--- src/rtl/sipo_msb_rx_if.sv ---
// Parallel-side and serial-side signal bundle for the MSB-first SIPO receiver.
// The master modport drives the serial line and consumes words; slave is the receiver.
interface sipo_msb_rx_if #(
   parameter int DW = 4
);
   logic          enb;
   logic          start;
   logic          inp;
   logic          out_ready;
   logic          err_clr;
   logic [DW-1:0] out;
   logic          out_valid;
   logic          busy;
   logic          frame_err;
   logic          overrun;

   modport master (
      output enb, start, inp, out_ready, err_clr,
      input  out, out_valid, busy, frame_err, overrun
   );

   modport slave (
      input  enb, start, inp, out_ready, err_clr,
      output out, out_valid, busy, frame_err, overrun
   );
endinterface

--- src/rtl/sipo_msb_rx.sv ---
// Serial-in parallel-out receiver: assembles DW bits (MSB first, framed by start)
// into a word offered on a valid/ready handshake, with sticky framing/overrun flags.
module sipo_msb_rx #(
   parameter int DW = 4
) (
   input  logic          clk,
   input  logic          rst,
   sipo_msb_rx_if.slave  bus
);
   localparam int CW = $clog2(DW + 1);

   typedef enum logic {IDLE, SHIFT} state_t;

   state_t        state_q,     state_d;
   logic [DW-1:0] shift_q,     shift_d;
   logic [CW-1:0] count_q,     count_d;
   logic [DW-1:0] out_q,       out_d;
   logic          out_valid_q, out_valid_d;
   logic          frame_err_q, frame_err_d;
   logic          overrun_q,   overrun_d;

   logic          done;
   logic          frame_err_set;
   logic          overrun_set;
   logic [DW-1:0] shifted;

   assign shifted = {shift_q[DW-2:0], bus.inp};

   always_comb begin
      // NOTE: every variable gets a default first so no path can infer a latch.
      state_d       = state_q;
      shift_d       = shift_q;
      count_d       = count_q;
      out_d         = out_q;
      out_valid_d   = out_valid_q;
      done          = 1'b0;
      frame_err_set = 1'b0;
      overrun_set   = 1'b0;

      if (bus.enb) begin
         if (bus.start) begin
            // A start inside a frame discards the partial word and restarts on this MSB.
            frame_err_set = (state_q == SHIFT);
            shift_d       = {{(DW-1){1'b0}}, bus.inp};
            count_d       = CW'(1);
            state_d       = SHIFT;
         end else if (state_q == SHIFT) begin
            shift_d = shifted;
            if (count_q == CW'(DW - 1)) begin
               done    = 1'b1;
               count_d = '0;
               state_d = IDLE;
            end else begin
               count_d = count_q + CW'(1);
            end
         end
      end

      // Latest word wins when the previous one was never accepted.
      if (done) begin
         out_d       = shifted;
         out_valid_d = 1'b1;
         overrun_set = out_valid_q && !bus.out_ready;
      end else if (out_valid_q && bus.out_ready) begin
         out_valid_d = 1'b0;
      end

      frame_err_d = frame_err_set | (frame_err_q & ~bus.err_clr);
      overrun_d   = overrun_set   | (overrun_q   & ~bus.err_clr);
   end

   // NOTE: sequential state uses non-blocking assignments so all flops update together.
   always_ff @(posedge clk) begin
      if (!rst) begin
         state_q     <= IDLE;
         shift_q     <= '0;
         count_q     <= '0;
         out_q       <= '0;
         out_valid_q <= 1'b0;
         frame_err_q <= 1'b0;
         overrun_q   <= 1'b0;
      end else begin
         state_q     <= state_d;
         shift_q     <= shift_d;
         count_q     <= count_d;
         out_q       <= out_d;
         out_valid_q <= out_valid_d;
         frame_err_q <= frame_err_d;
         overrun_q   <= overrun_d;
      end
   end

   assign bus.out       = out_q;
   assign bus.out_valid = out_valid_q;
   assign bus.busy      = (state_q == SHIFT);
   assign bus.frame_err = frame_err_q;
   assign bus.overrun   = overrun_q;
endmodule
--- src/flat_wrapper.sv ---
// flat-port wrapper written by rule: the top's interface ports become plain ports
module sipo_msb_rx_flat 
#(
   parameter int DW = 4
)
  (clk, rst, bus_enb, bus_start, bus_inp, bus_out_ready, bus_err_clr, bus_out, bus_out_valid, bus_busy, bus_frame_err, bus_overrun);
  sipo_msb_rx_if #(.DW(DW)) bus_i ();
  input  logic clk;
  input  logic rst;
  input wire logic [$bits(bus_i.enb)-1:0] bus_enb;
  input wire logic [$bits(bus_i.start)-1:0] bus_start;
  input wire logic [$bits(bus_i.inp)-1:0] bus_inp;
  input wire logic [$bits(bus_i.out_ready)-1:0] bus_out_ready;
  input wire logic [$bits(bus_i.err_clr)-1:0] bus_err_clr;
  output wire logic [$bits(bus_i.out)-1:0] bus_out;
  output wire logic [$bits(bus_i.out_valid)-1:0] bus_out_valid;
  output wire logic [$bits(bus_i.busy)-1:0] bus_busy;
  output wire logic [$bits(bus_i.frame_err)-1:0] bus_frame_err;
  output wire logic [$bits(bus_i.overrun)-1:0] bus_overrun;
  assign bus_i.enb = bus_enb;
  assign bus_i.start = bus_start;
  assign bus_i.inp = bus_inp;
  assign bus_i.out_ready = bus_out_ready;
  assign bus_i.err_clr = bus_err_clr;
  assign bus_out = bus_i.out;
  assign bus_out_valid = bus_i.out_valid;
  assign bus_busy = bus_i.busy;
  assign bus_frame_err = bus_i.frame_err;
  assign bus_overrun = bus_i.overrun;
  sipo_msb_rx #(.DW(DW)) u_core (.clk(clk), .rst(rst), .bus(bus_i));
endmodule
--- config.mk ---
export PLATFORM = sky130hd
export DESIGN_NAME = sipo_msb_rx_flat
export DESIGN_NICKNAME = d
export VERILOG_FILES = /design/src/rtl/sipo_msb_rx_if.sv /design/src/rtl/sipo_msb_rx.sv /design/src/flat_wrapper.sv
export SDC_FILE = /design/constraint.sdc
export NUM_CORES = 1
export LEC_CHECK = 0
export BUFFER_PORTS_ARGS = -buffer_cell sky130_fd_sc_hd__buf_4
export CAP_MARGIN = 20
export CORE_MARGIN = 1
export CORE_UTILIZATION = 35
export CTS_CLUSTER_DIAMETER = 50
export DETAILED_ROUTE_END_ITERATION = 6
export SKIP_CTS_REPAIR_TIMING = 1
export SLEW_MARGIN = 20
export SYNTH_ARGS = -nofsm -noshare
export SYNTH_HDL_FRONTEND = slang
export SYNTH_SLANG_ARGS = --single-unit
--- constraint.sdc ---
create_clock -name clk -period 2.05 [get_ports clk]
set_input_delay 0.3075 -clock clk [delete_from_list [all_inputs] [get_ports clk]]
set_output_delay 0.3075 -clock clk [all_outputs]
set_load 0.005 [all_outputs]
==> metrics.csv <==
stage,metric,value,unit
drt,drtAntennaViolNets,0,
worst_setup_path,worst-path-max-fanout,6,
drt,wl_per_cell,10.9,microns
logic_synthesis,synthAdderAreaFrac,2.15,%
worst_setup_path,critPathLaunchType,register,
power_and_ir_drop,intPower,0.000364,W
place,numPortBuffers,14,
cells_and_area,final_cell_mix,"buf_4, dfxtp_1, nand2_1, nor2b_1, mux2i_1",
worst_setup_path,crit_path_start,u_core.bus.busy$_SDFFE_PN0P_,
cts,clk_pin_slew,0.08,ns
cells_and_area,nets,81,
logic_synthesis,synth_top_area_cell,dfxtp_1,
cells_and_area,instances_no_fill,87,
floorplanning,fp.dieH,42.8,microns
global_routing,grt_antenna_before_repair,0,
logic_synthesis,synth_top_family_by_area,simple AND/OR/NAND/NOR gates,
sta,layout_min_cycle_time,1.28,ns
drt,drt_iter0_drc,6,
floorplanning,core-area,1520,sq um
sta,max_freq,0.784,GHz
logic_synthesis,synth-simple-area-share,20.9,%
floorplanning,ios,15,
power_and_ir_drop,share_comb_of_total_power,7.6,%
place,dp_cells,84,
cts,clockRootBuffer,clkbuf_4,
cts,htree_levels,1,
power_and_ir_drop,power_density,665,nW/um^2
logic_synthesis,synth_largest_type_area_fraction,48.2,%
place,place_congestion,0.665,
cts,cts_tree,built,
sta,relSlewSlack,61.0,%
status,status,"finished, final reports clean",
global_routing,grt-ovfl-total,0,
cells_and_area,fin_util,45.9,%
drt,finalWirelength,950,microns
power_and_ir_drop,vdd_drop_max,282,uV
cells_and_area,antenna_cells,0,
logic_synthesis,synth_seq_area_share,48.2,%
floorplanning,initial_core_util,38.2,%
cts,cts.sinks,14,
global_routing,grt_max_degree,19,
cts,clk_latency,0.27,ns
sta,finClkSkew,0.00244,ns
worst_hold_path,hp-class,input pin to register,
cells_and_area,layout-drive-gt1-share,26.8,%
logic_synthesis,synth-compound-area-share,12.7,%
logic_synthesis,synth_area_leaders,"dfxtp_1, mux2i_1, nor2b_1",
worst_setup_path,crit_arrival,1.45,ns
worst_setup_path,worst_setup_path_end_kind,register,
global_routing,grt_pass1_vias,354,
drt,firstDrtPassIters,3,
cells_and_area,fill_cells,159,
logic_synthesis,syn_area_per_cell,10.0,sq um
logic_synthesis,synth_nets,66,
floorplanning,fp-row-count,14,
cts,clk_path_buf_depth,2,
drt,drc,0,
cells_and_area,seq_area,280,sq um
sta,tns,0,ns
logic_synthesis,synth_warnings,0,
sta,hold_viol_final,0,
cells_and_area,multi_input_area,268,sq um
worst_setup_path,r2r_start,u_core.bus.busy$_SDFFE_PN0P_,
logic_synthesis,synth-seq-cells,14,
power_and_ir_drop,leakage,0.288,nW
sta,rsz0062_at_grt,false,
drt,vias_per_cell,4.85,
power_and_ir_drop,power.share.switching,21.9,%
logic_synthesis,synth_cells,58,
logic_synthesis,synth.distinct_cells,18,
job,maxCapViolations,0,
logic_synthesis,syn_area,582,sq um
sta,slew_viol_final,0,
sta,setup_viol,0,
place,dp_hpwl,680,microns
worst_setup_path,crit_type,register to register,
floorplanning,die_area,1830,sq um
power_and_ir_drop,p_clk_share,32.1,%
drt,num_vias,422,
cts,cts_buffers,3,
sta,tightest_slew,0.580,ns
cells_and_area,syn2layout_area_growth,20.2,%
worst_setup_path,worstPathRequired,2.22,ns
worst_hold_path,hp-start,bus_enb,
floorplanning,die_x,42.8,microns
global_routing,grt.total_usage,11.1,%
power_and_ir_drop,p_seq_share,60.3,%
power_and_ir_drop,p_switching,0.000102,W
global_routing,grt_pass1_wl,1.47,mm
logic_synthesis,muxShareOfSynthArea,10.3,%
logic_synthesis,synth_xor_area_share,0,%
power_and_ir_drop,p_total,0.000465,W
sta,finalCritPeriodShare,62.2,%
cell type report:
cell class / instances / share of cell area [%]
Timing Repair Buffer: 14 / 15.0
Clock buffer: 3 / 3.22
Tap cell: 16 / 2.86
Sequential cell: 14 / 40.1
Inverter: 1 / 0.537
Multi-Input combinational cell: 39 / 38.3
stage by stage:
step                hold slack [ns]  setup WS [ns]  instance area (sq um)
floorplan                     0.395          0.860                    582
global placement              0.441          0.741                    677
detailed placement            0.442          0.712                    677
CTS                           0.239          0.772                    699
global route                  0.259          0.704                    699
finish                        0.249          0.774                    699
power by group through the flow:
stage                     sequential, W  combinational [W]  clock, W
final                          0.000281          0.0000352  0.000149
after CTS                      0.000281          0.0000355  0.000156
after detailed placement       0.000287          0.0000354         0
after global routing           0.000282          0.0000381  0.000165
after floorplan                0.000287          0.0000201         0
after global placement         0.000287          0.0000347         0
metal layers:
layer / vias to the layer above / GRT usage [%] / share of wire [%]
li1: 223 / - / -
met5: - / 0 / 0
met3: 2 / 2.55 / 4.6
met2: 7 / 14.5 / 42
met4: 0 / 9.38 / 0.95
met1: 190 / 15.0 / 52
synth_stat cells:
cell       n
and2_1     1
dfxtp_1   14
mux2i_1    6
o21ai_0    1
buf_6      2
a21oi_1    1
and3b_1    1
clkbuf_1   2
a32oi_1    2
and2_4     1
nor2b_1    9
a21o_2     1
nand2_1    9
nand3b_1   1
o21a_1     1
ha_1       1
inv_1      1
a22oi_1    4
registers in the layout, summed over array words and instances (netlist names):
register,flops
u_core.bus.busy,1
u_core.bus.frame_err,1
u_core.bus.out,4
u_core.bus.out_valid,1
u_core.bus.overrun,1
u_core.count_q,3
u_core.shift_q,3
worst paths after layout:
path | cells past startpoint | slack (ns) | end
worst max-delay path | 3 | 0.77 | u_core.count_q[0]$_SDFFE_PN0P_
worst min register to register | 2 | 0.45 | u_core.count_q[2]$_SDFFE_PN0P_
worst max register to register | 3 | 0.77 | u_core.count_q[0]$_SDFFE_PN0P_
worst min-delay path | 2 | 0.25 | u_core.count_q[2]$_SDFFE_PN0P_
logic make-up after synthesis:
family          Yosys count
mux                       6
flops                    14
buf+inv                   5
fa+ha+maj                 1
simple gates             22
compound gates           10
worst max-delay path, stage by stage, from the launching register on:
cell,delay [ns]
dfxtp_1,0.36
o21ai_0,0.50
mux2i_1,0.14
and2_1,0.18
No activity file was read; power rests on OpenSTA's default activity.
